**config.mk**
```make
export PLATFORM = sky130hd
export DESIGN_NAME = cpu_controller
export DESIGN_NICKNAME = d
export VERILOG_FILES = /design/src/rtl/cpu_controller.sv
export SDC_FILE = /design/constraint.sdc
export NUM_CORES = 1
export LEC_CHECK = 0
export ABC_CLOCK_PERIOD_IN_PS = 1330
export CAP_MARGIN = 20
export CORE_MARGIN = 3
export CORE_UTILIZATION = 40
export CTS_CLUSTER_DIAMETER = 150
export DETAILED_ROUTE_END_ITERATION = 16
export GPL_TIMING_DRIVEN = 0
export PLACE_DENSITY = 0.74
export RECOVER_POWER = 50
export SYNTH_ARGS = -nofsm -noshare
export SYNTH_HDL_FRONTEND = slang
export SYNTH_SLANG_ARGS = --single-unit
```
**constraint.sdc**
```tcl
create_clock -name clk -period 1.33 [get_ports clk]
set_input_delay 0.266 -clock clk [delete_from_list [all_inputs] [get_ports clk]]
set_output_delay 0.266 -clock clk [all_outputs]
set_load 0.005 [all_outputs]
```
**src/rtl/cpu_controller.sv**
```systemverilog
// Purpose : sequencing controller for a 4-word, 4-bit-instruction accumulator CPU (FETCH/DECODE/EXECUTE/HALT).
// Latency : 3 cycles per instruction in free-run; strobes are valid only during the EXECUTE cycle.
// Backpressure: none; in single-step mode FETCH stalls until step is high, and HALT stalls until reset.
//
// Ports:
//   clk, reset        - system clock (rising edge); asynchronous active-high reset
//   run, step         - free-run enable; level-sensitive single-step request (sampled in FETCH only)
//   instr_data[3:0]   - ROM word at instr_addr: [3:2] opcode, [1:0] operand
//   instr_addr[1:0]   - program counter
//   imm[1:0]          - operand of the current instruction (ir[1:0])
//   acc_we, acc_sel   - accumulator write strobe; source select (0 = imm, 1 = acc + imm)
//   out_we            - output-register write strobe
//   halted, state     - HALT indication; FSM state (00 FETCH, 01 DECODE, 10 EXECUTE, 11 HALT)
//   retired[3:0]      - executed-instruction count, wraps modulo 16
module cpu_controller (
    input  logic       clk,
    input  logic       reset,
    input  logic       run,
    input  logic       step,
    input  logic [3:0] instr_data,
    output logic [1:0] instr_addr,
    output logic [1:0] imm,
    output logic       acc_we,
    output logic       acc_sel,
    output logic       out_we,
    output logic       halted,
    output logic [1:0] state,
    output logic [3:0] retired
);

    typedef enum logic [1:0] {
        S_FETCH   = 2'b00,
        S_DECODE  = 2'b01,
        S_EXECUTE = 2'b10,
        S_HALT    = 2'b11
    } state_t;

    localparam logic [1:0] OP_LDI = 2'b00;
    localparam logic [1:0] OP_ADD = 2'b01;
    localparam logic [1:0] OP_OUT = 2'b10;
    localparam logic [1:0] OP_JMP = 2'b11;   // operand 11 encodes HALT

    state_t     state_q;
    logic [1:0] pc;
    logic [3:0] ir;
    logic [3:0] retired_q;

    wire [1:0] opcode  = ir[3:2];
    wire [1:0] operand = ir[1:0];

    always_ff @(posedge clk or posedge reset) begin
        if (reset) begin
            state_q   <= S_FETCH;
            pc        <= 2'd0;
            ir        <= 4'd0;
            retired_q <= 4'd0;
        end else begin
            case (state_q)
                S_FETCH: begin
                    // step is a level: holding it high advances one instruction per FETCH visit
                    if (run || step) begin
                        ir      <= instr_data;
                        state_q <= S_DECODE;
                    end
                end
                S_DECODE: begin
                    state_q <= S_EXECUTE;
                end
                S_EXECUTE: begin
                    retired_q <= retired_q + 4'd1;
                    if (opcode == OP_JMP && operand == 2'b11) begin
                        state_q <= S_HALT;
                    end else begin
                        if (opcode == OP_JMP) begin
                            pc <= operand;
                        end else begin
                            pc <= pc + 2'd1;
                        end
                        state_q <= S_FETCH;
                    end
                end
                S_HALT: begin
                    // absorbing; only reset leaves
                    state_q <= S_HALT;
                end
                default: begin
                    state_q <= S_FETCH;
                end
            endcase
        end
    end

    // Strobes decode directly from the EXECUTE state so reset removes them without waiting for a clock.
    always_comb begin
        acc_we  = 1'b0;
        acc_sel = 1'b0;
        out_we  = 1'b0;
        if (state_q == S_EXECUTE) begin
            case (opcode)
                OP_LDI:  acc_we = 1'b1;
                OP_ADD: begin
                    acc_we  = 1'b1;
                    acc_sel = 1'b1;
                end
                OP_OUT:  out_we = 1'b1;
                default: ;
            endcase
        end
    end

    assign instr_addr = pc;
    assign imm        = ir[1:0];
    assign halted     = (state_q == S_HALT);
    assign state      = state_q;
    assign retired    = retired_q;

endmodule

```
Word-level counts from Yosys, hierarchy flattened
Cells that the tools add are included.
{ "word_totals": {"out_inout_bits": 14, "elab_cells": 32, "inputBits": 8, "reg_bits": 12} }
{ "op_classes": {"n_addsub": 2, "muxes": 10, "reduce_logical": 7, "n_eq_ne": 8, "bitwise_logic": 1} }
{ "ops": {"columns": ["cell", "n"], "rows": [
  ["equality test 2 bit (second input constant)", 5],
  ["case mux 2 bit (4 select lines)", 1],
  ["2-to-1 mux 1 bit", 6],
  ["2-to-1 mux 2 bit", 3],
  ["adder 4 x 1 -> 4 bit (second input constant)", 1],
  ["equality test 2 x 1 -> 1 bit (second input constant)", 2],
  ["logical NOT 2 bit", 2],
  ["AND reduction 2 bit", 2],
  ["adder 2 x 1 -> 2 bit (second input constant)", 1],
  ["inequality test 2 bit (second input constant)", 1],
  ["OR reduction 2 bit", 1],
  ["logical AND 1 bit", 1],
  ["logical OR 1 bit", 1],
  ["inverter 1 bit", 1]
]} }

Logic depth before layout (Yosys ltp)
Gate-level depths: netlist of the first run.
{ "logic_depth": {"word_depth": 4, "mapped_depth": 3, "mapped_depth_nobuf": 3} }

Least setup slack after synthesis of the first run
Ideal clock, no wire load.
{ "synth_path": {"kind": "reg2out", "from": "reg state_q[0] (netlist: state[0])", "to": "out acc_sel", "required_time_ns": 1.064, "path_slack_ns": 0.093, "arrival_ns": 0.971, "stages_incl_launch_ff": 4, "n_path_buf": 0, "path_cell_list": "dfrtp_1 -> nand2b_2 -> nor2_1 -> and2_1"} }
{ "synth_between": {"elab_chain_len": 2} }
{ "synth_lines": {"columns": ["element", "line", "source"], "rows": [
  ["from (decl)", "43", "state_t state_q;"],
  ["from (signal assigned)", "53", "state_q <= S_FETCH;"],
  ["from (signal assigned)", "63", "state_q <= S_DECODE;"],
  ["from (signal assigned)", "67", "state_q <= S_EXECUTE;"],
  ["equality test 2 bit", "98", "if (state_q == S_EXECUTE) begin"],
  ["2-to-1 mux 1 bit", "98", null],
  ["to (decl)", "24", "output logic acc_sel,"]
]} }
Every way passes these cells.

Final worst setup path of the first run
{ "layout_path": {"from": "reg state_q[0] (netlist: state[0])", "to": "reg ir[2]"} }
{ "layout_between": {"elab_chain_len": 2} }
{ "layout_lines": {"columns": ["element", "line", "source"], "rows": [
  ["logical NOT 2 bit", "58", "case (state_q)"],
  ["AND reduction 2 bit (no line)", null, null],
  ["to (signal assigned)", "62", "ir <= instr_data;"],
  ["to (decl)", "45", "logic [3:0] ir;"]
]} }
Every way passes these cells.
A chain may end at the register's enable or synchronous reset.

==> reports/results.tsv, run 1 <==
metric	value	unit
min cycle time layout	1.43	ns
crit path capture	ir[2]	
# rows	13	
RR Startpoint	state[0]	
register area	303	um2
hold slack	0.436	ns
DIE AREA	1920	um2
input/output buffers	21	
Max Clk Rate	699	MHz
YS warnings	0	
Vias per Instance	4.87	
Final HPWL DP	827	um
cts bufs inserted	3	
Setup crit end kind	flop	
CTS tree	done	
RSZ-0062 raised after global routing	yes	
Syn Nets	59	
P_leak	0.481	nW
Post-DP Area	801	um2
synthesized cell area	572	um2
failing checks	negative setup slack	
hold violation count in the final report	0	
initial DRC count	9	
maximum vdd ir drop	1.29	mV
Die X	43.8	um
pwr dens	2490	nW/um2
antenna violations before repair	0	
Clock H-tree levels	1	
ys flop type	dfrtp_1	
cell area after layout	972	um2
Seq cells post-synth	12	
Area contributors post-synth	dfrtp_1, mux2_2, xnor2_1, nand2_1, nor3_4	
Pre-antenna DRT Iters	3	
pre-CTS setup slack	-0.412	ns
synthesized area per cell	11.4	um2
largest net degree at the start of global routing	13	
number of setup violations in the final report	6	
Nets	101	
post-synthesis sequential area ratio	0.525	
DR WL/cell	12.4	um
Post-synth top cells	dfrtp_1, nand2_1, mux2_2, o21ai_0, xnor2_1	
Syn Inst Count	50	
Worst Path Max Fanout	5	
Initial Utilization	0.434	
Synth area leader	dfrtp_1	
DRT antenna net count	0	
Reg clk slew, reported paths	0.07	ns
fin cells	105	
chip height	43.8	um
P&R area growth vs syn	70.0	%
via count of the first global-routing pass	517	
Synth top area share	0.525	
routed wire length	1300	um
hold crit path type	input port to async pin	
Slew Limit Fails	0	
Worst Setup Start Kind	flop	
Clock Skews	0.00140	ns
worst-margin pin slew	0.458	ns
Final GP Congestion	0.712	
IO Pins	22	
area occupied by multi-input gates	288	um2
R2R setup slack	-0.10	ns
status	complete, but fails checks	
CTS root buf	clkbuf_4	
Yosys cell types	23	
Relative slew margins	0.695	
# hold bufs at CTS	0	
Post-synth EDFFs	0	
Reg2Reg Depth	4	
GRT Residual Overflow	0	
core footprint	1320	um2
Inserted Diodes	0	
WP data arrival	1.59	ns
critical path required time	1.49	ns
routed vias	511	
CTS Buffer Depth	2	
DR DRC count	0	
ys async rst share	1.00	
Crit. Startpoint	state[0]	
clk sinks	12	
most common cell in the netlist	dfrtp_1	
max cap viols	0	
RR Endpoint	ir[2]	
CP Class	flop to flop	
setup ws final	-0.101	ns
final core utilization	0.738	
share of cells above drive strength 1	0.433	
all-layer global routing usage	0.152	
Skew-Pair Late Insertion Delay	0.27	ns
crit share post-route	1.08	
first-pass GRT wire length	2110	um
Fill cells	95	
Post-Place Cells	86	
kinds of logic after synthesis:
kind of cell / after synthesis / synth area share
flops: 12 / 0.525
buf+inv: 3 / 0.0328
mux: 5 / 0.0963
fa+ha+maj: 1 / 0.0219
xor+xnor: 3 / 0.0460
simple gates: 18 / 0.186
compound gates: 8 / 0.0919
power breakdown:
group	leakage, nW	switching (W)	internal, W
Clock	0.0138	0.000117	0.000105
Sequential	0.140	0.000142	0.000561
Combinational	0.327	0.000564	0.000935
Total	0.481	0.000822	0.00160
through the flow:
stage,TNS (ns),power (W)
2_1_floorplan,0,0.00129
3_3_place_gp,-1.77,0.00177
3_5_place_dp,-1.85,0.00179
4_1_cts,-0.462,0.00228
5_1_grt,-0.917,0.00260
6_report,-0.470,0.00242
sequential cells by signal, indices dropped and copies added, names as in the netlist:
register / flops
instr_addr: 2
ir: 4
retired: 4
state: 2
timing repair:
| item | CTS | global route |
|---|---|---|
| setup endpoints to repair | 14 | 11 |
| resized for setup | 33 | 13 |
| hold endpoints to repair | 0 | 0 |
| setup buffers | 14 | 2 |
| pin swaps | 3 | 3 |
metal layers:
layer | track usage | part of all wire | up-vias
li1 | - | - | 254
met1 | 0.164 | 0.42 | 240
met2 | 0.270 | 0.52 | 15
met3 | 0.0290 | 0.051 | 2
met4 | 0.0904 | 0.0046 | 0
met5 | 0 | 0 | -
how the worst min path moves through the flow:
stage | from | endpoint | slack, ns | depth (start not counted)
floorplan | reset | instr_addr[0] | 0.13 | 1
detailed placement | retired[3] | retired[3] | 0.46 | 1
finish | reset | instr_addr[0] | 0.44 | 2
CTS | reset | instr_addr[0] | 0.31 | 2
global route | reset | retired[2] | 0.48 | 2
global placement | retired[3] | retired[3] | 0.46 | 1
cell usage in the layout (no fill, tap or decap):
master           count
nor2_4               1
inv_1                1
dlygate4sd2_1        7
and3_1               1
buf_4               15
dfrtp_2              2
o21ai_0              1
clkbuf_1             1
a21o_1               2
mux2_2               2
xnor2_1              3
nor2_1               1
buf_2                2
mux2i_1              1
and2b_1              1
nor3_2               1
clkdlybuf4s15_1      2
clkbuf_2             1
clkbuf_4             3
a31o_2               1
o21ai_1              2
nor2b_1              1
mux2_4               2
nand2b_4             1
nor3_4               1
ha_1                 1
dfrtp_1             10
dlygate4sd3_1        1
a21oi_1              1
nand2_1              6
nor3b_2              1
clkdlybuf4s50_1      6
nand4_1              1
buf_6                3
and2_4               2
buf_12               1
a2bb2oi_1            1
area by class of cell:
type,instances,area share
plain buffers,2,0.0154
clock buffers,3,0.0232
inverters,1,0.00386
multi-input cells,35,0.296
flip-flops and latches,12,0.311
well taps,15,0.0193
repair buffers,37,0.331
worst max-delay path, cell delays in order (launching register included):
cell     delay (ns)
dfrtp_2        0.41
buf_6          0.13
buf_12         0.12
nor3_4         0.29
mux2_2         0.37
(Power assumes the default switching activity.)
==> run 2, diff against run 1 <==
ABC_CLOCK_PERIOD_IN_PS = 1700   (was 1330)
GPL_ROUTABILITY_DRIVEN = 0   (was default)
clock period = 1.7 ns   (was 1.33 ns; I/O delays follow)
==> reports/results.tsv, run 2 (synthesis gave the netlist of run 1 again) <==
metric	value	unit
Relative slew margins	0.691	
DR WL/cell	12.2	um
clk sinks	12	
routed wire length	1110	um
Final HPWL DP	827	um
maximum vdd ir drop	0.983	mV
Inserted Diodes	0	
pre-CTS setup slack	-0.116	ns
worst-margin pin slew	0.463	ns
CP Class	flop to output pin	
P&R area growth vs syn	48.8	%
max cap viols	0	
DRT antenna net count	0	
DR DRC count	0	
crit share post-route	0.958	
Setup crit end kind	output pin	
input/output buffers	21	
CTS root buf	clkbuf_4	
critical path required time	1.36	ns
Worst Setup Start Kind	flop	
first-pass GRT wire length	1910	um
Slew Limit Fails	0	
min cycle time layout	1.63	ns
Vias per Instance	5.03	
routed vias	458	
Initial Utilization	0.434	
setup ws final	0.0714	ns
Reg clk slew, reported paths	0.07	ns
largest net degree at the start of global routing	13	
Clock H-tree levels	1	
RSZ-0062 raised after global routing	no	
share of cells above drive strength 1	0.237	
pwr dens	1900	nW/um2
antenna violations before repair	0	
# rows	13	
Clock Skews	0.00129	ns
final core utilization	0.646	
DIE AREA	1920	um2
CTS tree	done	
GRT Residual Overflow	0	
# hold bufs at CTS	0	
P_leak	0.387	nW
core footprint	1320	um2
WP data arrival	1.29	ns
Worst Path Max Fanout	6	
initial DRC count	4	
hold crit path type	flop to flop	
via count of the first global-routing pass	460	
most common cell after layout, fill and taps aside	clkdlybuf4s50_1	
Skew-Pair Late Insertion Delay	0.27	ns
number of setup violations in the final report	0	
Max Clk Rate	614	MHz
status	finished clean	
Nets	87	
hold violation count in the final report	0	
chip height	43.8	um
CTS Buffer Depth	2	
IO Pins	22	
all-layer global routing usage	0.138	
Pre-antenna DRT Iters	4	
highest-count cells in the layout ignoring fill and taps	clkdlybuf4s50_1, dfrtp_1, nand2_1, mux2_2, buf_4	
cts bufs inserted	3	
Die X	43.8	um
==> run 2: cell types whose count changed in the layout (fill, tap and decap cells not counted), moves of 2 or more <==
cell             before  now
and2_1                0    2
and2_4                2    0
buf_2                 2    0
buf_4                15    4
buf_6                 3    0
clkdlybuf4s50_1       6   16
dlygate4sd2_1         7    3
mux2_2                2    4
mux2_4                2    0
o21ai_0               1    3
o21ai_1               2    0
==> run 2: layout make-up <==
| type | count | area [um2] |
|---|---|---|
| Buffer | 2 | 15.0 |
| Clock buffer | 3 | 22.5 |
| Fill cell | 106 | 467 |
| Inverter | 1 | 3.75 |
| Multi-Input combinational cell | 35 | 265 |
| Sequential cell | 12 | 304 |
| Tap cell | 15 | 18.8 |
| Timing Repair Buffer | 23 | 221 |
==> run 2: per-stage QoR <==
| stage | instances | area (um2) | power [W] | hold slack (ns) | setup TNS (ns) |
|---|---|---|---|---|---|
| CTS | 90 | 836 | 0.00160 | 0.386 | 0 |
| floorplan | 50 | 572 | 0.00101 | 0.205 | 0 |
| finish | 91 | 851 | 0.00161 | 0.476 | 0 |
| global route | 91 | 851 | 0.00175 | 0.492 | 0 |
| detailed placement | 86 | 801 | 0.00140 | 0.463 | -0.179 |
| global placement | 86 | 801 | 0.00138 | 0.460 | -0.159 |
==> run 2: worst paths after layout <==
check                      startpoint          to  depth (start not counted)  slack [ns]
max                             ir[1]      imm[1]                          2        0.07
min                        retired[3]  retired[3]                          1        0.48
max reg2reg                  state[1]       ir[1]                          3        0.36
min reg2reg                retired[3]  retired[3]                          1        0.48
max in group asynchronous       reset       ir[1]                          2        0.84
min in group asynchronous       reset  retired[3]                          2        0.51
==> run 2: power by group <==
part           total (W)  internal [W]  switching (W)
registers       0.000609      0.000442       0.000166
clock network   0.000170     0.0000819      0.0000880
logic           0.000834      0.000544       0.000290
total            0.00161       0.00107       0.000545
==> run 2: what timing repair did <==
item	CTS	global route
setup buffers	1	1
gates resized for setup	8	3
endpoints found under the setup margin	4	2
==> run 2: worst max-delay path, stage by stage (launching register included) <==
cell and delay (ns):
dfrtp_2 0.42, buf_4 0.12, clkdlybuf4s50_1 0.49
==> run 2: metal layers <==
metal	vias to the layer above	GRT usage	part of all wire	wire (um)
li1	223	-	-	-
met1	216	0.164	0.44	488
met2	17	0.224	0.50	551
met3	2	0.0249	0.055	61
met4	0	0.0904	0.0045	5
met5	-	0	0	0
==> variant, RTL diff (config.mk and constraints of run 1) <==
Register the outputs `imm` and `halted`, without a reset; this adds one clock of latency there. The other outputs are not delayed to match.
--- a/src/rtl/cpu_controller.sv
+++ b/src/rtl/cpu_controller.sv
@@ -110,6 +110,8 @@
 
     assign instr_addr = pc;
-    assign imm        = ir[1:0];
-    assign halted     = (state_q == S_HALT);
+    always_ff @(posedge clk) begin
+        imm    <= ir[1:0];
+        halted <= (state_q == S_HALT);
+    end
     assign state      = state_q;
     assign retired    = retired_q;
Formal check against the unedited RTL: not equivalent (a bounded check fails within 4 cycles, from zero or initial values and one cycle with reset high).
==> variant against run 1 <==
  * Power grew 2.9%
  * Die area grew 6.8%
  * Setup slack lost 0.016 ns
  * Critical path depth grew 1
  * Maximum frequency shrank 1.1%
  * Clock power grew 14%
  * Sequential cell count grew 3
  * Area after synthesis grew 7.9%
  * Design area grew 3.2%
  * Count of clock-buffer cells in the layout grew 1
  * Critical endpoint is now acc_sel
  * First-iteration DRC count shrank 67%
  * The run still ends with setup timing left
  * Wire length grew 5.4%
  * Highest routed layer unchanged
  * Largest power group unchanged
==> variant: results (changes against run 1) <==
{
  "yosys": {
    "ys_seq_area_frac": {"value": 0.5842, "change": "+0.05901"},
    "synth_fa_ha_area_frac": {"value": 0.02028, "change": "-0.001598"},
    "netlist_top_cells_area": "sky130_fd_sc_hd__dfrtp_1 (49%), sky130_fd_sc_hd__dfxtp_1 (9.7%), sky130_fd_sc_hd__mux2_2 (7.3%), sky130_fd_sc_hd__xnor2_1 (4.3%), sky130_fd_sc_hd__nand2_1 (3.7%)",
    "synth-compound-area-share": {"value": 0.08925, "change": "-0.002654"},
    "post_synth_xor_area_fraction": {"value": 0.04260, "change": "-0.003356"},
    "netlist-cell-type-count": {"value": 24, "change": "+4.3%"},
    "synthesis.nets": {"value": 62, "change": "+5.1%"},
    "synth_top_cells_by_count": "sky130_fd_sc_hd__dfrtp_1 (12), sky130_fd_sc_hd__nand2_1 (6), sky130_fd_sc_hd__mux2_2 (4)"
  },
  "layout": {
    "nets": {"value": 99, "change": "-2.0%"},
    "final-clk-cell-share": {"value": 0.02618, "change": "+0.003019"},
    "multi_input_area_share": {"value": 0.2943, "change": "-0.001746"},
    "inverters": {"value": 2, "change": "+1"},
    "number_of_clock_buffer_instances_in_the_layout": {"value": 4, "change": "+1"},
    "nonClockBufferCount": {"value": 33, "change": "-15%"}
  },
  "clock_tree": {
    "post-cts-setup-buffer-count": {"value": 11, "change": "-3"},
    "cts.sinks": {"value": 15, "change": "+3"},
    "cts.repair.resized": {"value": 27, "change": "-18%"}
  },
  "critical_path": {
    "setup_crit_end": "acc_sel",
    "critPathLaunch": "state[1]$_DFFE_PP0P_",
    "cp_max_delay_cell": "sky130_fd_sc_hd__dfrtp_1",
    "critical_path_arrival": {"value": 1.18, "unit": "ns", "change": "-0.41 ns"},
    "worstRegToRegCells": {"value": 5, "change": "+1"},
    "slack_of_the_worst_reg_to_reg_path": {"value": -0.04, "unit": "ns", "change": "+0.06 ns"}
  },
  "timing": {
    "report.final.setup_viol": {"value": 7, "change": "+1"},
    "post-route-worst-setup-slack": {"value": -0.1171, "unit": "ns", "change": "-0.01621 ns"}
  },
  "pwr": {
    "vdd.ir_drop.worst": {"value": 1.324, "unit": "mV", "change": "+2.5%"},
    "swShare": {"value": 0.3356, "change": "-0.003681"},
    "power.density": {"value": 2484, "unit": "nW/um2", "change": "-0.34%"},
    "p_clk": {"value": 0.000253, "unit": "W", "change": "+14%"},
    "cellLeakagePower": {"value": 0.4777, "unit": "nW", "change": "-0.76%"}
  },
  "global_routing": {
    "track_usage": {"value": 0.1525, "change": "+0.0003777"},
    "grt_util_met1": {"value": 0.1866, "change": "+0.02250"}
  },
  "routing": {
    "dr_wl_met2": {"value": 712, "unit": "um", "change": "+4.1%"},
    "initialDrtViolationCount": {"value": 3, "change": "-6"}
  },
  "outcome": {
    "failed_checks": "setup timing",
    "outcome": "complete, but fails checks"
  }
}
[variant: cell types whose count changed after synthesis, moves of 2 or more]
| cell | before | now |
|---|---|---|
| sky130_fd_sc_hd__a21oi_1 | 1 | 3 |
| sky130_fd_sc_hd__dfxtp_1 | 0 | 3 |
| sky130_fd_sc_hd__a21o_1 | 2 | 0 |
| sky130_fd_sc_hd__buf_4 | 2 | 0 |
[variant: through the flow]
stage	worst slack (ns)	hold slack, ns	cell area, um2	util
after floorplan	0.08974	0.1307	616.8	-
after global placement	-0.3978	0.3938	845.8	0.6190
after detailed placement	-0.4037	0.4081	845.8	0.6190
after CTS	-0.2048	0.2963	957.2	0.7005
after global routing	-0.1620	0.4524	1003	0.7344
final	-0.1171	0.4233	1003	0.7344
